--- src/rtl/adc_axis_packer_pkg.sv ---
// Shared types and helpers for the ADC-to-AXI-Stream packer.
// Imported by the packer top level and its testbench.
package adc_axis_pkg;

  typedef enum logic [1:0] {IDLE, RUN, DRAIN} packer_state_t;

  localparam logic [31:0] FILL_WORD = 32'hFFFF_FFFF;

  // Lanes whose strobe bit is low are forced to zero in the packed word.
  function automatic logic [31:0] pack_word(input logic [31:0] data, input logic [1:0] valid);
    pack_word = {valid[1] ? data[31:16] : 16'h0000,
                 valid[0] ? data[15:0]  : 16'h0000};
  endfunction

endpackage

--- src/rtl/adc_axis_packer_if.sv ---
// AXI4-Stream bundle between the packer and the downstream interconnect.
interface adc_axis_packer_if;

  logic [31:0] tdata;
  logic        tvalid;
  logic        tready;
  logic        tlast;

  modport master (output tdata, output tvalid, output tlast, input tready);
  modport slave  (input tdata, input tvalid, input tlast, output tready);

endinterface

--- src/rtl/adc_axis_packer_fifo.sv ---
// Synchronous FIFO with extra-bit pointers; a push while full is taken
// only when a pop happens in the same cycle.
module sync_fifo #(
  parameter int WIDTH = 33,
  parameter int DEPTH = 16
) (
  input  logic                   i_clk,
  input  logic                   i_rst,
  input  logic                   push_i,
  input  logic [WIDTH-1:0]       pushData_i,
  input  logic                   pop_i,
  output logic [WIDTH-1:0]       popData_o,
  output logic                   full_o,
  output logic                   empty_o,
  output logic [$clog2(DEPTH):0] level_o
);

  localparam int AW = $clog2(DEPTH);

  logic [WIDTH-1:0] mem_q [DEPTH];
  logic [AW:0]      wrPtr_q, wrPtr_d;
  logic [AW:0]      rdPtr_q, rdPtr_d;
  logic             doPush;
  logic             doPop;

  assign level_o   = wrPtr_q - rdPtr_q;
  assign full_o    = (level_o == (AW+1)'(DEPTH));
  assign empty_o   = (level_o == '0);
  assign popData_o = mem_q[rdPtr_q[AW-1:0]];

  assign doPop  = pop_i && !empty_o;
  assign doPush = push_i && (!full_o || doPop);

  always_comb begin
    wrPtr_d = wrPtr_q;
    rdPtr_d = rdPtr_q;
    if (doPush) wrPtr_d = wrPtr_q + (AW+1)'(1);
    if (doPop)  rdPtr_d = rdPtr_q + (AW+1)'(1);
  end

  // Storage needs no reset: the pointers alone decide what is valid.
  always_ff @(posedge i_clk) begin
    if (doPush) mem_q[wrPtr_q[AW-1:0]] <= pushData_i;
  end

  always_ff @(posedge i_clk) begin
    if (!i_rst) begin
      wrPtr_q <= '0;
      rdPtr_q <= '0;
    end else begin
      wrPtr_q <= wrPtr_d;
      rdPtr_q <= rdPtr_d;
    end
  end

endmodule

--- src/rtl/adc_axis_packer.sv ---
// Packs dual-channel ADC samples into 32-bit AXI-Stream words with framed
// tlast, FIFO buffering, drain terminator and overflow accounting.
module adc_axis_packer
  import adc_axis_pkg::*;
#(
  parameter int ADC_LENGTH = 12,
  parameter int FIFO_DEPTH = 16,
  parameter int FRAME_LEN  = 256
) (
  input  logic                        i_clk,
  input  logic                        i_rst,
  input  logic [2*ADC_LENGTH-1:0]     i_data,
  input  logic [1:0]                  i_tValid,
  input  logic                        i_enable,
  adc_axis_packer_if.master           m_axis,
  output logic                        o_overflow,
  output logic [15:0]                 o_dropCount,
  output logic [$clog2(FIFO_DEPTH):0] o_level
);

  localparam int FCW = $clog2(FRAME_LEN);
  localparam logic [FCW-1:0] LAST_CNT = FCW'(FRAME_LEN - 1);

  packer_state_t  state_q, state_d;
  logic [FCW-1:0] frameCnt_q, frameCnt_d;
  logic           capValid_q, capValid_d;
  logic [31:0]    capWord_q, capWord_d;
  logic           overflow_q, overflow_d;
  logic [15:0]    dropCnt_q, dropCnt_d;
  logic           outValid_q, outValid_d;
  logic [32:0]    outData_q, outData_d;

  logic        capture;
  logic [31:0] laneData;
  logic        fillReq;
  logic        pushReq;
  logic        pushAccept;
  logic        canPush;
  logic        isLast;
  logic [32:0] pushEntry;
  logic        outLoad;
  logic        fifoPop;
  logic        fifoFull;
  logic        fifoEmpty;
  logic [32:0] fifoData;

  // Samples land in a capture register first; the push and the full/drop
  // decision happen one cycle later against the FIFO's registered state.
  assign capture  = (state_q == RUN) && i_enable && (i_tValid != 2'b00);
  assign laneData = {16'(i_data[2*ADC_LENGTH-1:ADC_LENGTH]), 16'(i_data[ADC_LENGTH-1:0])};

  assign fillReq    = (state_q == DRAIN) && !capValid_q;
  assign pushReq    = capValid_q || fillReq;
  assign outLoad    = !outValid_q || m_axis.tready;
  assign fifoPop    = outLoad && !fifoEmpty;
  assign canPush    = !fifoFull || fifoPop;
  assign pushAccept = pushReq && canPush;
  assign isLast     = (frameCnt_q == LAST_CNT);
  assign pushEntry  = capValid_q ? {isLast, capWord_q} : {1'b1, FILL_WORD};

  sync_fifo #(
    .WIDTH (33),
    .DEPTH (FIFO_DEPTH)
  ) u_fifo (
    .i_clk      (i_clk),
    .i_rst      (i_rst),
    .push_i     (pushAccept),
    .pushData_i (pushEntry),
    .pop_i      (fifoPop),
    .popData_o  (fifoData),
    .full_o     (fifoFull),
    .empty_o    (fifoEmpty),
    .level_o    (o_level)
  );

  always_comb begin
    capValid_d = capture;
    capWord_d  = capture ? pack_word(laneData, i_tValid) : capWord_q;

    frameCnt_d = frameCnt_q;
    if (pushAccept) begin
      if (capValid_q) frameCnt_d = isLast ? '0 : frameCnt_q + FCW'(1);
      else            frameCnt_d = '0;
    end

    overflow_d = overflow_q;
    dropCnt_d  = dropCnt_q;
    if (capValid_q && !canPush) begin
      overflow_d = 1'b1;
      if (dropCnt_q != 16'hFFFF) dropCnt_d = dropCnt_q + 16'd1;
    end

    outValid_d = outValid_q;
    outData_d  = outData_q;
    if (outLoad) begin
      outValid_d = !fifoEmpty;
      if (!fifoEmpty) outData_d = fifoData;
    end
  end

  // The stop decision looks at the frame count after any pending push, so a
  // frame completed by the final sample does not get a spurious terminator.
  always_comb begin
    state_d = state_q;
    case (state_q)
      IDLE:    if (i_enable) state_d = RUN;
      RUN:     if (!i_enable) state_d = (frameCnt_d == '0) ? IDLE : DRAIN;
      DRAIN:   if (pushAccept) state_d = IDLE;
      default: state_d = IDLE;
    endcase
  end

  always_ff @(posedge i_clk) begin
    if (!i_rst) begin
      state_q    <= IDLE;
      frameCnt_q <= '0;
      capValid_q <= 1'b0;
      capWord_q  <= '0;
      overflow_q <= 1'b0;
      dropCnt_q  <= '0;
      outValid_q <= 1'b0;
      outData_q  <= '0;
    end else begin
      state_q    <= state_d;
      frameCnt_q <= frameCnt_d;
      capValid_q <= capValid_d;
      capWord_q  <= capWord_d;
      overflow_q <= overflow_d;
      dropCnt_q  <= dropCnt_d;
      outValid_q <= outValid_d;
      outData_q  <= outData_d;
    end
  end

  assign m_axis.tvalid = outValid_q;
  assign m_axis.tdata  = outData_q[31:0];
  assign m_axis.tlast  = outData_q[32];
  assign o_overflow    = overflow_q;
  assign o_dropCount   = dropCnt_q;

endmodule

--- src/flat_wrapper.sv ---
// flat-port wrapper written by rule: the top's interface ports become plain ports
module adc_axis_packer_flat import adc_axis_pkg::*;
#(
  parameter int ADC_LENGTH = 12,
  parameter int FIFO_DEPTH = 16,
  parameter int FRAME_LEN  = 256
)
  (i_clk, i_rst, i_data, i_tValid, i_enable, o_overflow, o_dropCount, o_level, m_axis_tdata, m_axis_tvalid, m_axis_tlast, m_axis_tready);
  adc_axis_packer_if m_axis_i ();
  input  logic i_clk;
  input  logic i_rst;
  input  logic [2*ADC_LENGTH-1:0] i_data;
  input  logic [1:0] i_tValid;
  input  logic i_enable;
  output logic o_overflow;
  output logic [15:0] o_dropCount;
  output logic [$clog2(FIFO_DEPTH):0] o_level;
  output wire logic [$bits(m_axis_i.tdata)-1:0] m_axis_tdata;
  output wire logic [$bits(m_axis_i.tvalid)-1:0] m_axis_tvalid;
  output wire logic [$bits(m_axis_i.tlast)-1:0] m_axis_tlast;
  input wire logic [$bits(m_axis_i.tready)-1:0] m_axis_tready;
  assign m_axis_tdata = m_axis_i.tdata;
  assign m_axis_tvalid = m_axis_i.tvalid;
  assign m_axis_tlast = m_axis_i.tlast;
  assign m_axis_i.tready = m_axis_tready;
  adc_axis_packer #(.ADC_LENGTH(ADC_LENGTH), .FIFO_DEPTH(FIFO_DEPTH), .FRAME_LEN(FRAME_LEN)) u_core (.i_clk(i_clk), .i_rst(i_rst), .i_data(i_data), .i_tValid(i_tValid), .i_enable(i_enable), .m_axis(m_axis_i), .o_overflow(o_overflow), .o_dropCount(o_dropCount), .o_level(o_level));
endmodule
--- config.mk ---
export PLATFORM = sky130hd
export DESIGN_NAME = adc_axis_packer_flat
export DESIGN_NICKNAME = d
export VERILOG_FILES = /design/src/rtl/adc_axis_packer_pkg.sv /design/src/rtl/adc_axis_packer_if.sv /design/src/rtl/adc_axis_packer_fifo.sv /design/src/rtl/adc_axis_packer.sv /design/src/flat_wrapper.sv
export SDC_FILE = /design/constraint.sdc
export NUM_CORES = 1
export LEC_CHECK = 0
export CAP_MARGIN = 10
export CORE_MARGIN = 2
export CORE_UTILIZATION = 45
export DETAILED_ROUTE_END_ITERATION = 12
export HOLD_SLACK_MARGIN = 0.12
export PLACE_DENSITY = 0.63
export SLEW_MARGIN = 25
export SYNTH_ARGS = -nofsm -noshare
export SYNTH_HDL_FRONTEND = slang
export SYNTH_SLANG_ARGS = --single-unit
--- constraint.sdc ---
create_clock -name i_clk -period 13.8 [get_ports i_clk]
set_clock_uncertainty 0.2 [all_clocks]
set_input_delay 1.38 -clock i_clk [delete_from_list [all_inputs] [get_ports i_clk]]
set_output_delay 1.38 -clock i_clk [all_outputs]
set_load 0.1 [all_outputs]
==> impl_metrics.yaml <==
critical_path:
  arrival_ns: 4.01
  crit_path_start_kind: "flop"
  cp_slowest_cell: "clkdlybuf4s50_1"
  path_cells: "inv_1, ha_1, nand2b_1, a21oi_2, xnor2_1, inv_2, clkdlybuf4s50_1"
  cp-end-kind: "primary output"
  critical_path_class: "flop to primary output"
  cp_num_buf_inv: 3
  cp_data_required_time_ns: 12.22
  cpLargestDelayFamily: "buffers and inverters"
  slowest_delay_ns: 1.13
  path_max_fanout: 30
global_routing:
  grt_max_degree: 109
  antenna_found_initial: 1
  grt_pass1_wl_um: 63000
  grt_overflow_total: 0
  grt_pass1_vias: 10300
  grt_usage: 0.188
clock_tree:
  clock_path_buffers: 3
  worstSkewPairLatency_ns: 0.58
  cts.repair.resized: 0
  ctsHoldBuffers: 0
  cts_tree: "built"
  cts_num_sinks: 505
  cts_setup_buffers: 0
  h-tree-depth: 2
  cts_buffers: 52
  clk_pin_slew_ns: 0.06
  root_buffer: "clkbuf_16"
synth:
  syn_nets: 1116
  yosysTopAreaCellShare: 0.632
  synth_top_area_cell: "edfxtp_1"
  synth_warnings: 0
  ys_ff_latch: 505
  async_flop_share: 0
  synth_edf_count: 416
  syn_inst: 1074
  ys.flop_type: "edfxtp_1"
  avgSynthCellArea_um2: 18.4
  syn_area_mm2: 0.0198
  ys_seq_area_frac: 0.722
  synth_top_cells_by_area: "edfxtp_1 (63%), mux4_2 (15%), dfxtp_1 (9.0%), nand2_1 (1.5%), a21oi_1 (1.2%)"
  ys_types: 60
routing:
  wire_per_inst_um: 22.9
  drtPass1Iterations: 5
  drt_iter0_drc: 788
  avgViaCountPerCell: 5.55
  vias: 9953
  final_antenna_net_count: 0
  drt_wl_total_um: 41000
  drc: 0
die:
  die_y_um: 214
  start_util: 0.457
  core_mm2: 0.0433
  ios: 86
  placementRows: 76
  fp.dieW_um: 214
  dieArea_mm2: 0.0456
final_layout:
  insertedDiodeCount: 0
  drive_gt1_frac: 0.222
  fill_cells: 3369
  fin_nets: 1207
  stdcell_area_mm2: 0.0232
  final_util: 0.535
  synthToLayoutAreaGrowth_pct: 17.1
sta:
  tightest_slew_ns: 1.05
  period_minus_slack_ns: 5.59
  fin_setup_tns_ns: 0
  hold_viol: 0
  setup_viol: 0
  timing.slew.headroom: 0.297
  rsz0062_at_grt: "no"
  fmax_ghz: 0.179
  fin_crit_sh: 0.405
  slew_violations: 0
  hold_ws_ns: 0.249
worst_hold_path:
  hold_path_class: "flop to flop"
placed_design:
  dp_hpwl_um: 22800
  portBuffers: 85
  place_area_mm2: 0.0213
  gp_congestion: 0.736
power:
  p_per_area_mw_per_mm2: 186
  p_leak_nw: 6.51
  p_total_mw: 4.31
  vdd_drop_max_uv: 128
run:
  drv_cap: 0
run_status:
  status: "completed"
layout make-up:
cell class	instances	area, µm²	area share
Inverter	14	52.6	0.00227
Clock inverter	24	264	0.0114
Timing Repair Buffer	100	1060	0.0456
Clock buffer	74	1470	0.0633
Sequential cell	505	14300	0.617
Multi-Input combinational cell	492	5300	0.229
Tap cell	585	732	0.0316
report_power, final:
| part | switching (mW) | leakage (nW) | internal, mW |
|---|---|---|---|
| clock | 0.567 | 0.851 | 0.834 |
| combinational | 0.759 | 1.91 | 0.413 |
| sequential | 0.0567 | 3.74 | 1.68 |
placed cells by master (no fill, tap or decap), drive strengths merged, types with 15 or more instances in the layout:
cell type	netlist	layout
mux4	130	130
buf	27	15
edfxtp	416	416
clkdlybuf4s50	0	85
clkbuf	36	74
clkinv	0	15
a22o	23	23
a21oi	48	48
xnor2	17	17
nand2b	28	28
nand2	82	82
inv	14	16
nor2	50	50
dfxtp	89	89
through the flow:
stage	std cells	setup slack [ns]
after CTS	1790	8.13
after global placement	1692	8.45
after global routing	1794	8.00
final	1794	8.21
after detailed placement	1692	8.71
after floorplan	1074	8.25
Yosys cell counts, drive strengths merged (2+ instances only):
cell type,n
nor2b,2
edfxtp,416
dfxtp,89
nand2b,28
nor3,8
a22o,23
mux4,130
nand3b,3
o21ai,12
nor4,6
o31ai,2
and2,4
or4,2
xor2,6
buf,27
nor4b,3
and4,2
or3,2
nor2,50
inv,14
nor3b,4
mux2i,2
a211oi,3
or2,2
a21oi,48
ha,11
nand3,14
and3,4
nand4,7
a31oi,3
nand2,82
xnor2,17
clkbuf,36
final timing paths:
path                                                             from                                  end  slack [ns]  cells after the start
worst max-delay path            u_core.u_fifo.rdPtr_q[2]$_SDFFE_PN0P_                           o_level[4]        8.21                      7
worst min-delay path                   u_core.o_overflow$_SDFFE_PN0P_       u_core.o_overflow$_SDFFE_PN0P_        0.25                      2
worst max register to register  u_core.u_fifo.rdPtr_q[0]$_SDFFE_PN0P_  u_core.u_fifo.mem_q[2][5]$_DFFE_PP_        8.84                     10
worst min register to register         u_core.o_overflow$_SDFFE_PN0P_       u_core.o_overflow$_SDFFE_PN0P_        0.25                      2
tightest hold or removal path, stage by stage, from the launching register on:
cell and delay [ns]:
dfxtp_1 0.31, inv_1 0.05, a21oi_1 0.05
logic make-up (layout without fill, tap and decap cells):
| family | after synthesis | in the layout | synth area share |
|---|---|---|---|
| adder cells (fa/ha/maj) | 12 | 12 | 0.00797 |
| multiplexers | 133 | 133 | 0.150 |
| AO/OA/AOI/OAI | 99 | 99 | 0.0328 |
| buffers and inverters | 77 | 212 | 0.0180 |
| XOR/XNOR | 23 | 23 | 0.0106 |
| flip-flops | 505 | 505 | 0.722 |
| AND/OR/NAND/NOR | 225 | 225 | 0.0582 |
metal layers:
layer | GRT usage | vias to the layer above | routed length [µm]
met5 | 0 | - | 0
met4 | 0.0512 | 0 | 662
met3 | 0.0249 | 51 | 1550
met2 | 0.322 | 229 | 21000
met1 | 0.256 | 5225 | 17900
li1 | - | 4448 | -
sequential cells by signal, summed over array words and instances, names as in the netlist:
name                   flops
u_core.capValid_q          1
u_core.capWord_q          24
u_core.frameCnt_q          8
u_core.m_axis.tvalid       1
u_core.o_dropCount        16
u_core.o_overflow          1
u_core.outData_q          26
u_core.state_q             2
u_core.u_fifo.mem_q      416
u_core.u_fifo.rdPtr_q      5
u_core.u_fifo.wrPtr_q      5
Power figures use the tool's default switching activity.
